[config.mk]
export PLATFORM = sky130hd
export DESIGN_NAME = dpram64_arbiter
export DESIGN_NICKNAME = d
export VERILOG_FILES = /design/src/rtl/dpram64_arbiter.sv
export SDC_FILE = /design/constraint.sdc
export NUM_CORES = 1
export LEC_CHECK = 0
export CAP_MARGIN = 20
export CORE_AREA = 2 2 128 130
export DETAILED_ROUTE_END_ITERATION = 6
export DIE_AREA = 0 0 130 132
export HOLD_SLACK_MARGIN = 0.1
export PLACE_DENSITY_LB_ADDON = 0.08
export REMOVE_ABC_BUFFERS = 1
export SYNTH_ARGS = -nofsm -noshare
export SYNTH_HDL_FRONTEND = slang
export SYNTH_SLANG_ARGS = --single-unit
[constraint.sdc]
create_clock -name clk -period 2.06 [get_ports clk]
set_input_delay 0.309 -clock clk [delete_from_list [all_inputs] [get_ports clk]]
set_output_delay 0.309 -clock clk [all_outputs]
set_load 0.01 [all_outputs]
[src/rtl/dpram64_arbiter.sv]
// Two-requester round-robin arbiter and init sequencer for the dpram64 bench RAM.
// Optionally fills the array with CLEAR_WORD after reset, then grants one access per cycle.
module dpram64_arbiter #(
    parameter int unsigned SIZE       = 64,
    parameter bit          CLEAR_EN   = 1'b1,
    parameter logic [31:0] CLEAR_WORD = 32'h0000_0013
) (
    input  logic        clk,
    input  logic        rst_n,
    input  logic        req0_valid,
    output logic        req0_ready,
    input  logic        req0_we,
    input  logic [31:0] req0_addr,
    input  logic [31:0] req0_wdata,
    input  logic        req1_valid,
    output logic        req1_ready,
    input  logic        req1_we,
    input  logic [31:0] req1_addr,
    input  logic [31:0] req1_wdata,
    output logic        rsp0_valid,
    output logic [31:0] rsp0_rdata,
    output logic        rsp1_valid,
    output logic [31:0] rsp1_rdata,
    output logic        init_done,
    output logic        mem_we,
    output logic [31:0] mem_waddr,
    output logic [31:0] mem_raddr,
    output logic [31:0] mem_din,
    input  logic [31:0] mem_dout
);

    localparam int unsigned Words = SIZE / 4;
    localparam int unsigned CntW  = (Words > 1) ? $clog2(Words) : 1;

    typedef enum logic [0:0] {StClear, StRun} state_e;

    state_e            r_state, w_state_d;
    logic [CntW-1:0]   r_cnt, w_cnt_d;
    logic              r_last, w_last_d;
    logic              r_rsp_pend, w_rsp_pend_d;
    logic              r_rsp_owner, w_rsp_owner_d;
    logic              r_rsp_is_read, w_rsp_is_read_d;

    logic              w_grant_vld;
    logic              w_grant_id;
    logic              w_sel_we;
    logic [31:0]       w_sel_addr;
    logic [31:0]       w_sel_wdata;

    // Outputs are gated by rst_n so the bus is quiet while reset is held.
    always_comb begin
        w_grant_vld = 1'b0;
        w_grant_id  = 1'b0;
        if (rst_n && r_state == StRun) begin
            if (req0_valid && req1_valid) begin
                w_grant_vld = 1'b1;
                w_grant_id  = ~r_last;
            end else if (req0_valid) begin
                w_grant_vld = 1'b1;
                w_grant_id  = 1'b0;
            end else if (req1_valid) begin
                w_grant_vld = 1'b1;
                w_grant_id  = 1'b1;
            end
        end
    end

    assign w_sel_we    = w_grant_id ? req1_we    : req0_we;
    assign w_sel_addr  = w_grant_id ? req1_addr  : req0_addr;
    assign w_sel_wdata = w_grant_id ? req1_wdata : req0_wdata;

    assign req0_ready = w_grant_vld && !w_grant_id;
    assign req1_ready = w_grant_vld && w_grant_id;
    assign init_done  = (r_state == StRun);

    always_comb begin
        mem_we    = 1'b0;
        mem_waddr = '0;
        mem_raddr = '0;
        mem_din   = '0;
        if (rst_n && r_state == StClear) begin
            mem_we    = 1'b1;
            mem_waddr = 32'(r_cnt) << 2;
            mem_din   = CLEAR_WORD;
        end else if (w_grant_vld) begin
            if (w_sel_we) begin
                mem_we    = 1'b1;
                mem_waddr = w_sel_addr;
                mem_din   = w_sel_wdata;
            end else begin
                mem_raddr = w_sel_addr;
            end
        end
    end

    always_comb begin
        w_state_d       = r_state;
        w_cnt_d         = r_cnt;
        w_last_d        = r_last;
        w_rsp_pend_d    = w_grant_vld;
        w_rsp_owner_d   = r_rsp_owner;
        w_rsp_is_read_d = r_rsp_is_read;
        if (r_state == StClear) begin
            if (r_cnt == CntW'(Words - 1)) begin
                w_state_d = StRun;
                w_cnt_d   = '0;
            end else begin
                w_cnt_d = r_cnt + 1'b1;
            end
        end
        if (w_grant_vld) begin
            w_last_d        = w_grant_id;
            w_rsp_owner_d   = w_grant_id;
            w_rsp_is_read_d = ~w_sel_we;
        end
    end

    always_ff @(posedge clk or negedge rst_n) begin
        if (!rst_n) begin
            r_state       <= CLEAR_EN ? StClear : StRun;
            r_cnt         <= '0;
            r_last        <= 1'b1;
            r_rsp_pend    <= 1'b0;
            r_rsp_owner   <= 1'b0;
            r_rsp_is_read <= 1'b0;
        end else begin
            r_state       <= w_state_d;
            r_cnt         <= w_cnt_d;
            r_last        <= w_last_d;
            r_rsp_pend    <= w_rsp_pend_d;
            r_rsp_owner   <= w_rsp_owner_d;
            r_rsp_is_read <= w_rsp_is_read_d;
        end
    end

    assign rsp0_valid = r_rsp_pend && !r_rsp_owner;
    assign rsp1_valid = r_rsp_pend && r_rsp_owner;
    assign rsp0_rdata = (rsp0_valid && r_rsp_is_read) ? mem_dout : '0;
    assign rsp1_rdata = (rsp1_valid && r_rsp_is_read) ? mem_dout : '0;

endmodule
; After elaboration in Yosys (flattened, before gate mapping)
; Cells that the tools add are included.
; Widths: inputs -> output; s select.
[classes]
n_addsub = 1
eq_ne = 1
n_mux = 27
bitwise_logic = 3
reduce_logical = 11
[ops]
columns = op, n
row1 = $mux 32, 13
row2 = $mux 1, 13
row3 = $logic_and 1x1->1, 9
row4 = $add 4x1->4 const B, 1
row5 = $eq 4x4->1 const B, 1
row6 = $mux 4, 1
row7 = $not 1->1, 3
row8 = $logic_not 1->1, 2
[totals]
ff_bits = 9
out_inout_bits = 166
elab_cells = 49

; Logic depth before layout (Yosys ltp)
[logic_depth]
depth_word = 8
depth_mapped = 8
depth_no_buf = 5

; Worst setup path after synthesis
; Ideal clock, no wire load.
[synth_path]
path_kind = flip-flop to output port
start = register r_last
end = output port mem_din[21]
arrival_time_ns = 1.508
t_required_ns = 1.751
slack_ns = 0.243
path_stages_with_launch = 7
path_cell_list = dfstp_2 a21bo_2 and2_1 buf_2 buf_2 a22oi_1 nor2_1
[synth_between]
elab_chain_cells = 7
word_cells_on_any_way = 8
classes_between = mux: 7 / bitwise: 1
[synth_lines]
columns = element, line_no
row1 = from (decl), 39  ; logic r_last, w_last_d;
row2 = from (signal assigned), 129  ; r_last <= w_last_d;
row3 = $not 1->1 *, 57  ; w_grant_id = ~r_last;
row4 = $mux 1 *, 55  ; if (req0_valid && req1_valid) begin
row5 = $mux 1 *, 54  ; if (rst_n && r_state == StRun) begin
row6 = $mux 32 / $mux 1 (equally long branches), "70, 68"
row7 = $mux 32 *, 86  ; if (w_sel_we) begin
row8 = $mux 32 *, 85  ; end else if (w_grant_vld) begin
row9 = $mux 32 *, 81  ; if (rst_n && r_state == StClear) begin
row10 = to (decl), 28  ; output logic [31:0] mem_din,
; Mark *: on every way between the ends. The rest lies on a longest branch, timed or not.

; Worst setup path in the final report
[layout_path]
start = register r_last
end = output port mem_raddr[0]
[layout_between]
elab_chain_cells = 7
word_cells_on_any_way = 8
classes_between = mux: 7 / bitwise: 1
[layout_lines]
columns = element, line_no
row1 = $not 1->1 *, 57
row2 = $mux 1 *, 55
row3 = $mux 1 *, 54
row4 = $mux 32 / $mux 1 (equally long branches), "69, 68"
row5 = $mux 32 *, 86
row6 = $mux 32 *, 85
row7 = $mux 32 *, 81
row8 = to (decl), 27  ; output logic [31:0] mem_raddr,
; Marks and branches as above.

==> results by group <==
Setup path
  – Cells on worst reg2reg path: 6
  – CP peak stage delay: 0.56 ns
  – CP Class: flip-flop to output pin
  – Reg-to-reg startpoint: init_done
  – CP Data Arrival Time: 1.78 ns
  – Worst Setup Start Kind: flip-flop
  – CP max stage cell: dfstp_2
  – Buf/Inv on CP: 4
  – Top delay family on crit path: buffers and inverters
  – Crit Path Max Fanout: 7
  – Crit end category: output pin
  – Critical Path, Cell by Cell: a21boi_2 > buf_6 > o21ai_4 > buf_6 > buf_12 > a22oi_2 > nor2_1 > buf_2
  – Worst path most repeated cell: buf_6
  – Worst Path Required: 1.75 ns
  – Reg2reg end: r_rsp_owner
  – R2r setup slk: 0.62 ns

Yosys
  – Mapped Cells: 329
  – Syn avg cell area: 6.401 um^2
  – Post-synth EDFFs: 0
  – Mapped cell area: 2106 um^2
  – Ys async rst share: 1.000
  – Synth Area in Simple Gates: 0.4795
  – Synth Area in Compound Gates: 0.2953
  – Top_reg_cell synth: dfrtp_1
  – Post-Synth XOR/XNOR Area: 0.004159
  – Mux share of post-synthesis cell area: 0.005348
  – Synth Area in Adders: 0.005942
  – Main combinational cell family by area after synthesis: simple AND/OR/NAND/NOR gates
  – Netlist cell types: 38
  – Register area share after synthesis: 0.1075
  – #FFs+latches synth: 9
  – Yosys warning count: 0

STA
  – Max Slew Vio Count: 0
  – Number of setup violations in the final report: 22
  – Slew at the pin closest to its max-slew limit: 0.2727 ns
  – Slew headroom: 0.8163
  – Hold Fails Final Rpt: 0
  – Crit share post-route: 1.014
  – Worst Skew: 0.0005936 ns
  – RSZ-0062 raised after global routing: yes
  – Achievable Freq: 0.4789 GHz
  – Setup_tns: -0.2101 ns
  – Worst Slack Setup Final: -0.02795 ns
  – Min Tclk post-route: 2.088 ns

GRT
  – Antenna violations before repair: 0
  – Tot GR Track Use: 0.1677
  – Total gr overflow: 0
  – Global-route wire length before repair: 22.45 mm
  – Largest net degree at the start of global routing: 34
  – Vias in the first global route: 3853

Clock network
  – # clock sinks: 9
  – CTS tree: built
  – Clk root buf: clkbuf_16
  – Clock slew at reported path FFs: 0.04 ns
  – Worst-case clock buffer depth: 2
  – H-tree depth: 1
  – Clk_lat worst skew: 0.23 ns
  – CTS Hold Buffers Added: 0
  – Num CTS Buffers: 3

Routing
  – Post-route ant nets: 0
  – Via density: 4.294
  – DRT Pass-1 Iters: 6
  – DRC Markers: 0
  – Total routed wirelength: 15.40 mm
  – WL per Instance: 17.26 um
  – Iter 0 DRT Violations: 85
  – Vias: 3830

Final layout
  – N_diodes: 0
  – Ratio of cells with drive above 1 in the final layout: 0.3151
  – P&R area growth vs syn: 182.8%
  – Layout net count: 844
  – Fill count: 1653

Floorplan
  – Boundary Pins: 332
  – Starting Density: 0.1340
  – Die area: 17160 um^2
  – FP Rows: 46
  – Core area: 15710 um^2
  – Die W: 130 um
  – Die Span Y: 132 um

Power
  – Peak VDD IR: 0.1937 mV
  – LEAKAGE: 3.075 nW
  – Logic pwr share: 0.693
  – P_int: 1.148 mW
  – Sw Share: 0.3484
  – PwrDens: 295.8 nW/um^2
  – Net Sw Power: 613.7 uW
  – Clock power share: 0.191
  – Register share of total power: 0.116
  – Total power: 1.762 mW

Placement
  – Port Buffer Count: 331
  – DP Wirelength: 12.16 mm
  – GP Congestion: 0.8025
  – Place WS: -0.6130 ns

Hold path
  – Worst hold path type: primary input to asynchronous set/reset pin

Status
  – Failing checks: setup timing
  – Status: finished with violations

Flow run
  – Max Cap Viol: 0
==> through the flow <==
| stage | cells | utilization | hold WS, ns | area [um^2] |
|---|---|---|---|---|
| 2_1_floorplan | 297 | - | 0.01341 | 1911 |
| 3_3_place_gp | 875 | 0.3718 | 0.4995 | 5842 |
| 3_5_place_dp | 875 | 0.3718 | 0.5168 | 5842 |
| 4_1_cts | 891 | 0.3743 | 0.2784 | 5882 |
| 5_1_grt | 892 | 0.3790 | 0.2976 | 5954 |
| 6_report | 892 | 0.3790 | 0.2718 | 5954 |
==> routing by layer <==
metal | share of wire | track usage | up-vias
met1 | 0.34 | 0.1690 | 1748
met4 | 0.015 | 0.02031 | 0
li1 | - | - | 1864
met2 | 0.56 | 0.3496 | 206
met5 | 0 | 0 | -
met3 | 0.080 | 0.03490 | 12
==> cell families (layout without fill, tap and decap cells) <==
group,count (synthesis),in the layout
AO/OA/AOI/OAI,80,80
XOR/XNOR,1,1
adder cells (fa/ha/maj),1,1
buffers and inverters,36,383
flip-flops,9,9
multiplexers,1,1
AND/OR/NAND/NOR,201,201
==> worst max-delay path by stage <==
stage	start	slack [ns]	cells after the start	to
2_1_floorplan	r_last	-0.73	4	mem_waddr[31]
3_3_place_gp	req1_valid	-0.60	7	mem_din[14]
3_5_place_dp	req1_valid	-0.61	6	mem_raddr[6]
4_1_cts	r_last	-0.04	8	mem_raddr[0]
5_1_grt	r_last	-0.11	8	mem_raddr[0]
6_report	r_last	-0.03	8	mem_raddr[0]
==> cells in the mapped netlist (2+ instances only) <==
master,count,area share
a31oi_1,4,0.012
a22oi_2,9,0.053
clkbuf_1,15,0.027
dfrtp_1,8,0.095
buf_2,6,0.014
o21ai_0,7,0.017
nand3_1,5,0.012
and2_1,34,0.10
o21ai_2,2,0.0083
buf_6,6,0.032
buf_4,3,0.011
inv_2,2,0.0036
and3_1,37,0.11
a22oi_1,48,0.17
nand2_1,17,0.030
nor2_1,83,0.15
a21oi_1,5,0.012
nand4_1,6,0.018
nand3b_1,4,0.014
nor2_2,9,0.027
nor2b_1,2,0.0059
==> power groups by stage <==
| stage | sequential [mW] | clock, mW | combinational [mW] |
|---|---|---|---|
| final | 0.204 | 0.336 | 1.22 |
| after detailed placement | 0.203 | 0 | 1.17 |
| after CTS | 0.204 | 0.339 | 1.22 |
| after global routing | 0.206 | 0.355 | 1.31 |
| after floorplan | 0.212 | 0 | 0.354 |
| after global placement | 0.203 | 0 | 1.17 |
==> cell usage in the layout (no fill, tap or decap), drive strengths merged, types with 2 or more instances in the layout <==
| cell type | Yosys | routed |
|---|---|---|
| a21oi | 5 | 5 |
| a22oi | 57 | 57 |
| a31oi | 4 | 4 |
| and2 | 34 | 34 |
| and3 | 37 | 37 |
| buf | 17 | 131 |
| clkbuf | 15 | 13 |
| clkdlybuf4s15 | 0 | 3 |
| clkdlybuf4s50 | 0 | 192 |
| dfrtp | 8 | 8 |
| dlygate4sd2 | 0 | 20 |
| dlymetal6s2s | 0 | 19 |
| inv | 3 | 3 |
| nand2 | 18 | 18 |
| nand3 | 6 | 6 |
| nand3b | 4 | 4 |
| nand4 | 6 | 6 |
| nor2 | 92 | 92 |
| nor2b | 2 | 2 |
| o21ai | 9 | 9 |
==> final cells by class <==
type,count,area (um^2),share of cell area
Clock buffer,4,78.83,0.01324
Multi-Input combinational cell,284,1876,0.3150
Sequential cell,9,226.5,0.03803
Inverter,4,22.52,0.003782
Timing Repair Buffer,375,3481,0.5846
Tap cell,216,270.3,0.04539
==> state kept, by name (all words and copies together) (netlist names) <==
| name | count |
|---|---|
| r_cnt | 4 |
| r_rsp_pend | 1 |
| r_rsp_owner | 1 |
| r_last | 1 |
| r_rsp_is_read | 1 |
| init_done | 1 |
==> what timing repair did <==
| item | 4_1_cts | 5_1_grt |
|---|---|---|
| resized for setup | 432 | 57 |
| buffers inserted | 6 | 0 |
| pin swaps | 31 | 18 |
| setup endpoints to repair | 108 | 115 |
| cloned | 6 | 1 |
| hold endpoints to repair | 0 | 0 |
(Power assumes the default switching activity.)
